### config.mk
export PLATFORM = sky130hd
export DESIGN_NAME = ac_op_sequencer
export DESIGN_NICKNAME = d
export VERILOG_FILES = /design/src/rtl/ac_op_sequencer.sv
export SDC_FILE = /design/constraint.sdc
export NUM_CORES = 1
export LEC_CHECK = 0
export CORE_AREA = 2 2 80 82
export DETAILED_ROUTE_END_ITERATION = 7
export DIE_AREA = 0 0 82 84
export PLACE_DENSITY = 0.84
export SLEW_MARGIN = 25
export SYNTH_ARGS = -nofsm -noshare
export SYNTH_HDL_FRONTEND = slang
export SYNTH_SLANG_ARGS = --single-unit
export TNS_END_PERCENT = 30
### constraint.sdc
create_clock -name clk -period 2.1 [get_ports clk]
set_clock_uncertainty 0.2 [all_clocks]
set_input_delay 0.63 -clock clk [delete_from_list [all_inputs] [get_ports clk]]
set_output_delay 0.63 -clock clk [all_outputs]
set_load 0.02 [all_outputs]
### src/rtl/ac_op_sequencer.sv
// Sequencer for the AC arithmetic unit: accepts one AC/E op per handshake, fetches
// the DR operand when the op needs one, drives one unit select in EXEC and owns AC, E and DR.
module ac_op_sequencer #(
    parameter int unsigned TIMEOUT   = 200,
    parameter int unsigned TIMEOUT_W = 8
) (
    input  logic        clk,
    input  logic        rst_n,
    input  logic        op_valid,
    output logic        op_ready,
    input  logic [3:0]  op_code,
    output logic        dr_req,
    input  logic        dr_ack,
    input  logic [15:0] dr_in,
    input  logic [15:0] acdata,
    input  logic        cout,
    output logic        sel_and,
    output logic        sel_add,
    output logic        sel_inpt,
    output logic        sel_dr,
    output logic        sel_com,
    output logic        sel_shl,
    output logic        sel_shr,
    output logic [15:0] dr,
    output logic [15:0] ac,
    output logic        e,
    output logic        done,
    output logic        skip,
    output logic        err
);

    localparam int unsigned DATA_W = 16;

    typedef enum logic [2:0] {
        S_IDLE,
        S_FETCH,
        S_PREP,
        S_EXEC,
        S_DONE
    } state_t;

    typedef enum logic [3:0] {
        OP_NOP = 4'h0,
        OP_AND = 4'h1,
        OP_ADD = 4'h2,
        OP_LDA = 4'h3,
        OP_CLA = 4'h4,
        OP_CLE = 4'h5,
        OP_CMA = 4'h6,
        OP_CME = 4'h7,
        OP_CIR = 4'h8,
        OP_CIL = 4'h9,
        OP_INC = 4'hA,
        OP_INP = 4'hB,
        OP_SZA = 4'hC,
        OP_SNA = 4'hD,
        OP_SPA = 4'hE,
        OP_SZE = 4'hF
    } op_t;

    state_t               state;
    state_t               next_state;
    op_t                  op_q;
    logic [TIMEOUT_W-1:0] wait_cnt;
    logic                 accept;
    logic                 fetch_expired;

    // State register
    always_ff @(posedge clk or negedge rst_n) begin
        if (!rst_n) begin
            state <= S_IDLE;
        end else begin
            state <= next_state;
        end
    end

    // Next-state and unit selects; selects decode only the latched op and only in EXEC
    always_comb begin
        next_state    = state;
        accept        = 1'b0;
        fetch_expired = 1'b0;
        sel_and       = 1'b0;
        sel_add       = 1'b0;
        sel_inpt      = 1'b0;
        sel_dr        = 1'b0;
        sel_com       = 1'b0;
        sel_shl       = 1'b0;
        sel_shr       = 1'b0;
        case (state)
            S_IDLE: begin
                if (op_valid) begin
                    accept = 1'b1;
                    case (op_t'(op_code))
                        OP_AND, OP_ADD, OP_LDA: next_state = S_FETCH;
                        OP_INC:                 next_state = S_PREP;
                        default:                next_state = S_EXEC;
                    endcase
                end
            end
            S_FETCH: begin
                if (dr_ack) begin
                    next_state = S_EXEC;
                end else if (wait_cnt == TIMEOUT_W'(TIMEOUT - 1)) begin
                    fetch_expired = 1'b1;
                    next_state    = S_DONE;
                end
            end
            S_PREP: next_state = S_EXEC;
            S_EXEC: begin
                next_state = S_DONE;
                case (op_q)
                    OP_AND:         sel_and  = 1'b1;
                    OP_ADD, OP_INC: sel_add  = 1'b1;
                    OP_LDA:         sel_dr   = 1'b1;
                    OP_CMA:         sel_com  = 1'b1;
                    OP_INP:         sel_inpt = 1'b1;
                    OP_CIR:         sel_shr  = 1'b1;
                    OP_CIL:         sel_shl  = 1'b1;
                    default:        ;
                endcase
            end
            S_DONE:  next_state = S_IDLE;
            default: next_state = S_IDLE;
        endcase
    end

    // Handshake and status flags follow the state being entered
    always_ff @(posedge clk or negedge rst_n) begin
        if (!rst_n) begin
            op_ready <= 1'b1;
            dr_req   <= 1'b0;
            done     <= 1'b0;
        end else begin
            op_ready <= (next_state == S_IDLE);
            dr_req   <= (next_state == S_FETCH);
            done     <= (next_state == S_DONE);
        end
    end

    // Op latch and fetch-wait counter
    always_ff @(posedge clk or negedge rst_n) begin
        if (!rst_n) begin
            op_q     <= OP_NOP;
            wait_cnt <= '0;
        end else if (accept) begin
            op_q     <= op_t'(op_code);
            wait_cnt <= '0;
        end else if (state == S_FETCH) begin
            wait_cnt <= wait_cnt + TIMEOUT_W'(1);
        end
    end

    // DR load: memory operand in FETCH, constant one for INC
    always_ff @(posedge clk or negedge rst_n) begin
        if (!rst_n) begin
            dr <= '0;
        end else if (state == S_FETCH && dr_ack) begin
            dr <= dr_in;
        end else if (state == S_PREP) begin
            dr <= DATA_W'(1);
        end
    end

    // AC/E writeback and skip/err flags, which live exactly one cycle alongside done
    always_ff @(posedge clk or negedge rst_n) begin
        if (!rst_n) begin
            ac   <= '0;
            e    <= 1'b0;
            skip <= 1'b0;
            err  <= 1'b0;
        end else begin
            skip <= 1'b0;
            err  <= fetch_expired;
            if (state == S_EXEC) begin
                case (op_q)
                    OP_AND, OP_LDA, OP_CMA: ac <= acdata;
                    OP_ADD, OP_INC: begin
                        ac <= acdata;
                        e  <= cout;
                    end
                    OP_INP: ac <= {8'h00, acdata[7:0]};
                    OP_CIR: begin
                        ac <= acdata;
                        e  <= ac[0];
                    end
                    OP_CIL: begin
                        ac <= acdata;
                        e  <= ac[DATA_W-1];
                    end
                    OP_CLA: ac <= '0;
                    OP_CLE: e <= 1'b0;
                    OP_CME: e <= ~e;
                    OP_SZA: skip <= (ac == '0);
                    OP_SNA: skip <= ac[DATA_W-1];
                    OP_SPA: skip <= ~ac[DATA_W-1] && (ac != '0);
                    OP_SZE: skip <= ~e;
                    default: ;
                endcase
            end
        end
    end

endmodule
Word level (Yosys, flattened, before mapping):

Cells that the tools add are included.

* add/subtract/negate cells: 1
* eq/ne operators: 25
* multiplexer cells: 32
* bitwise logic cells: 2
* reduce and logical (&&, ||, !) cells: 15

Operators with widths (number)
* $pmux 16 s3: 1
* $eq 4x4->1 const B: 9
* $mux 16: 2
* $mux 1: 20
* $eq 4x2->1 const B: 4
* $eq 4x3->1 const B: 4
* $logic_not 16->1: 1
* $mux 8: 2
* $reduce_bool 16->1: 1
* $pmux 3 s4: 1
* $mux 3: 3
* $add 8x1->8 const B: 1
* $eq 4x1->1 const B: 2
* $eq 8x8->1 const B: 1
* $reduce_or 7->1: 1
* $eq 3x1->1 const B: 2
* $eq 3x2->1 const B: 2
* $logic_not 3->1: 2
* $pmux 1 s5: 1
* $reduce_bool 5->1: 1
* $pmux 1 s4: 1
* $pmux 2 s2: 1
* $reduce_and 2->1: 2
* $reduce_bool 2->1: 2
* other kinds (6): 8

* bits in registers: 53
* input port bits: 41
* output and inout bits: 45
* logic and storage cells: 86

Logic depth before layout (Yosys ltp):

Gate-level depths: netlist of the first run.

* depth after elaboration: 6
* gate-level depth with buffers: 6
* depth with buffers taken out: 5

Worst setup path after synthesis of the first run:

No wires, ideal clock.

* kind: register to output
* start point: reg state[2]
* end point: out sel_dr
* data arrival time: 1.584 ns
* required time: 1.270 ns
* path slack: -0.314 ns
* stages on the path, launching flop included: 4
* buffers on the path: 1
* path through: dfrtp_1 clkbuf_1 nand3b_1 nor4_1

* cells in the longest elaborated chain, start to end: 2

Ends and longest elaborated chain
* from (decl): RTL line 61 `state_t state;`
* from (signal assigned): RTL line 73 `state <= next_state;`
* $eq 3x2->1: RTL line 89 `case (state)`
* $mux 1: RTL line 89
* to (decl): RTL line 20 `output logic sel_dr,`

Every way passes these cells.

Worst setup path in the final report of the first run:

* start point: reg state[2]
* end point: out sel_add

* cells in the longest elaborated chain, start to end: 2

Ends and longest elaborated chain
* $eq 3x2->1: RTL line 89
* $mux 1: RTL line 89
* to (decl): RTL line 18 `output logic sel_add,`

Every way passes these cells.

==> flow_metrics.env, run 1 <==
export IMPL_yosysSeqAreaShare=0.568
export IMPL_power_leakage_nw=1.76
export IMPL_cp_required_ps=1270
export IMPL_layout_nets=367
export IMPL_postLayoutCoreUtil=0.603
export IMPL_start_util=0.383
export IMPL_synth_edf_count=0
export IMPL_ys_warnings_count=0
export IMPL_wl_per_cell_microns=15.4
export IMPL_fin_crit_ps=2340
export IMPL_final_cell_mix="dfrtp_1 (51), buf_4 (46), clkdlybuf4s50_1 (40)"
export IMPL_n_antenna_cell=0
export IMPL_dpl_cell_count=390
export IMPL_timing_hold_ws_ps=68.4
export IMPL_fmax_ghz=0.427
export IMPL_yosysTopAreaCell="dfrtp_1"
export IMPL_violations="setup timing"
export IMPL_cts_inserted_buffers=5
export IMPL_clk_latency_ps=300
export IMPL_synthFlopType="dfrtp_1"
export IMPL_path_class="register to primary output"
export IMPL_final_common_cell="dfrtp_1"
export IMPL_die_x_microns=82
export IMPL_arrival_ps=1510
export IMPL_grt_overflow=0
export IMPL_hold_violations=0
export IMPL_ys_types=45
export IMPL_buffer_ports_inserted=85
export IMPL_row_count=29
export IMPL_slew_viol_final=0
export IMPL_cts_sinks=53
export IMPL_finalCritPeriodShare=1.12
export IMPL_grtUsageTotal=0.191
export IMPL_ys_ff_latch=53
export IMPL_vdd_drop_max_v=0.000735
export IMPL_grt_antenna_before_repair=0
export IMPL_rsz0062_at_grt="yes"
export IMPL_drive_gt1_frac=0.245
export IMPL_grt_pass1_vias=2225
export IMPL_dr_pass1_iters=4
export IMPL_fin_ws_ps=-244
export IMPL_pin_count=86
export IMPL_core_area_sq_um=6100
export IMPL_netlist_instances=202
export IMPL_cts_tree="yes"
export IMPL_ys_async_sr_fraction=1.00
export IMPL_synth_top_cell_area_share=0.557
export IMPL_drt_iter0_markers=103
export IMPL_cts_root_buf="clkbuf_8"
export IMPL_vias_per_cell=5.22
export IMPL_synth_nets=244
export IMPL_fin_area_sq_um=3680
export IMPL_instances_no_fill=403
export IMPL_synth_area_sq_um=2340
export IMPL_synth_area_leaders="dfrtp_1 (56%), a22o_1 (12%), nor2_1 (2.1%), a21oi_1 (1.9%), clkbuf_1 (1.9%)"
export IMPL_critPathMaxFanout=5
export IMPL_finalWeightedCongestion=0.821
export IMPL_hold_class="primary input to async pin"
export IMPL_post_dp_hpwl_microns=4630
export IMPL_grt_max_degree=21
export IMPL_avgSynthCellArea_sq_um=11.6
export IMPL_start_kind="register"
export IMPL_area_growth_pct=57.3
export IMPL_drtAntennaViolNets=0
export IMPL_die_area_sq_um=6890
export IMPL_vias=2103
export IMPL_placed_cell_area_sq_um=3590
export IMPL_wl_microns=6200
export IMPL_clk_pin_slew_ps=90
export IMPL_setup_violations=7
export IMPL_total_power_mw=5.12
export IMPL_powerDensity_nw_per_um2=1390
export IMPL_cp_end_kind="primary output"
export IMPL_drc=0
export IMPL_die_h_microns=84
export IMPL_worst_pin_slew_ps=528
export IMPL_clockBufferDepth=2
export IMPL_htree_levels=2
export IMPL_maxSlewHeadroom=0.648
export IMPL_drv_cap=0
export IMPL_grt_first_pass_wirelength_microns=10200
export IMPL_status="finished with violations"
[stage by stage]
step / setup TNS, ps / setup WS [ps]
CTS: -1310 / -229
floorplan: -1160 / -194
global route: -2000 / -335
finish: -1430 / -244
global placement: -4920 / -352
detailed placement: -5470 / -393
[worst paths after layout]
path / endpoint / cells after the start / slack, ps / startpoint
setup / recovery: sel_add / 4 / -240 / state[2]
min in group clk: dr[6] / 1 / 310 / dr[6]
max in group asynchronous: dr[6] / 2 / 1070 / rst_n
hold / removal: dr_req / 1 / 70 / rst_n
setup reg to reg: dr_req / 4 / 30 / wait_cnt[3]
hold reg to reg: dr[6] / 1 / 310 / dr[6]
[layer usage]
layer  track usage  routed length (microns)  up-vias
met5             0                        0        -
met4        0.0652                       83        0
met3        0.0476                      446        9
met2         0.327                     3110       82
met1         0.230                     2560     1011
li1              -                        -     1001
[critical path: stages, from the launching register on]
cell	delay, ps
dfrtp_1	380
nand3b_1	200
buf_6	160
nor4b_4	260
buf_4	200
[cells by family (layout without fill, tap and decap cells)]
logic type	count (synthesis)	in the layout	synth area share
and+or+nand+nor	67	67	0.181
AOI/OAI and AO/OA	55	55	0.184
DFF	53	53	0.568
buffers and inverters	18	142	0.0300
xor gates and xnor gates	6	6	0.0225
muxes	2	2	0.00964
adders and majority gates	1	1	0.00535
[final cells by class]
type                            instances  area (sq um)
Tap cell                               77          96.3
Clock buffer                            6          72.6
Multi-Input combinational cell        131           998
Fill cell                             512          2420
Clock inverter                          2          10.0
Sequential cell                        53          1330
Timing Repair Buffer                  130          1150
Inverter                                4          15.0
[synthesized netlist by cell type, types with 5 or more instances]
cell	count
a21oi_1	9
a22o_1	31
clkbuf_1	12
dfrtp_1	52
nand2_1	10
nor2_1	13
nor3_1	5
nor4_1	6
o21ai_0	6
[what timing repair did]
| action | CTS | global route |
|---|---|---|
| hold buffers | 0 | 0 |
| gates cloned | 0 | 0 |
| buffers inserted | 4 | 1 |
| pin swaps | 6 | 0 |
| gates resized for setup | 80 | 2 |
| endpoints found under the setup margin | 43 | 10 |
[state kept, by name, summed over array words and instances, names as in the netlist]
| register | flops |
|---|---|
| dr | 16 |
| err | 1 |
| done | 1 |
| op_ready | 1 |
| e | 1 |
| ac | 16 |
| dr_req | 1 |
| op_q | 4 |
| skip | 1 |
| wait_cnt | 8 |
| state | 3 |
[power breakdown]
| group | leakage, nW | total (mW) | internal [mW] | switching [mW] |
|---|---|---|---|---|
| registers | 0.675 | 1.72 | 1.44 | 0.282 |
| logic | 1.04 | 2.86 | 1.37 | 1.49 |
| clock network | 0.0450 | 0.547 | 0.232 | 0.315 |
(Power assumes the default switching activity.)
==> run 2, diff against run 1 <==
--- a/config.mk
+++ b/config.mk
@@ -9,7 +9,7 @@
 export DETAILED_ROUTE_END_ITERATION = 7
 export DIE_AREA = 0 0 82 84
 export PLACE_DENSITY = 0.84
-export SLEW_MARGIN = 25
+export SLEW_MARGIN = 20
 export SYNTH_ARGS = -nofsm -noshare
 export SYNTH_HDL_FRONTEND = slang
 export SYNTH_SLANG_ARGS = --single-unit
==> results of run 2 <==
Same layout as run 1: the final DEF is identical, and so are final timing and power.
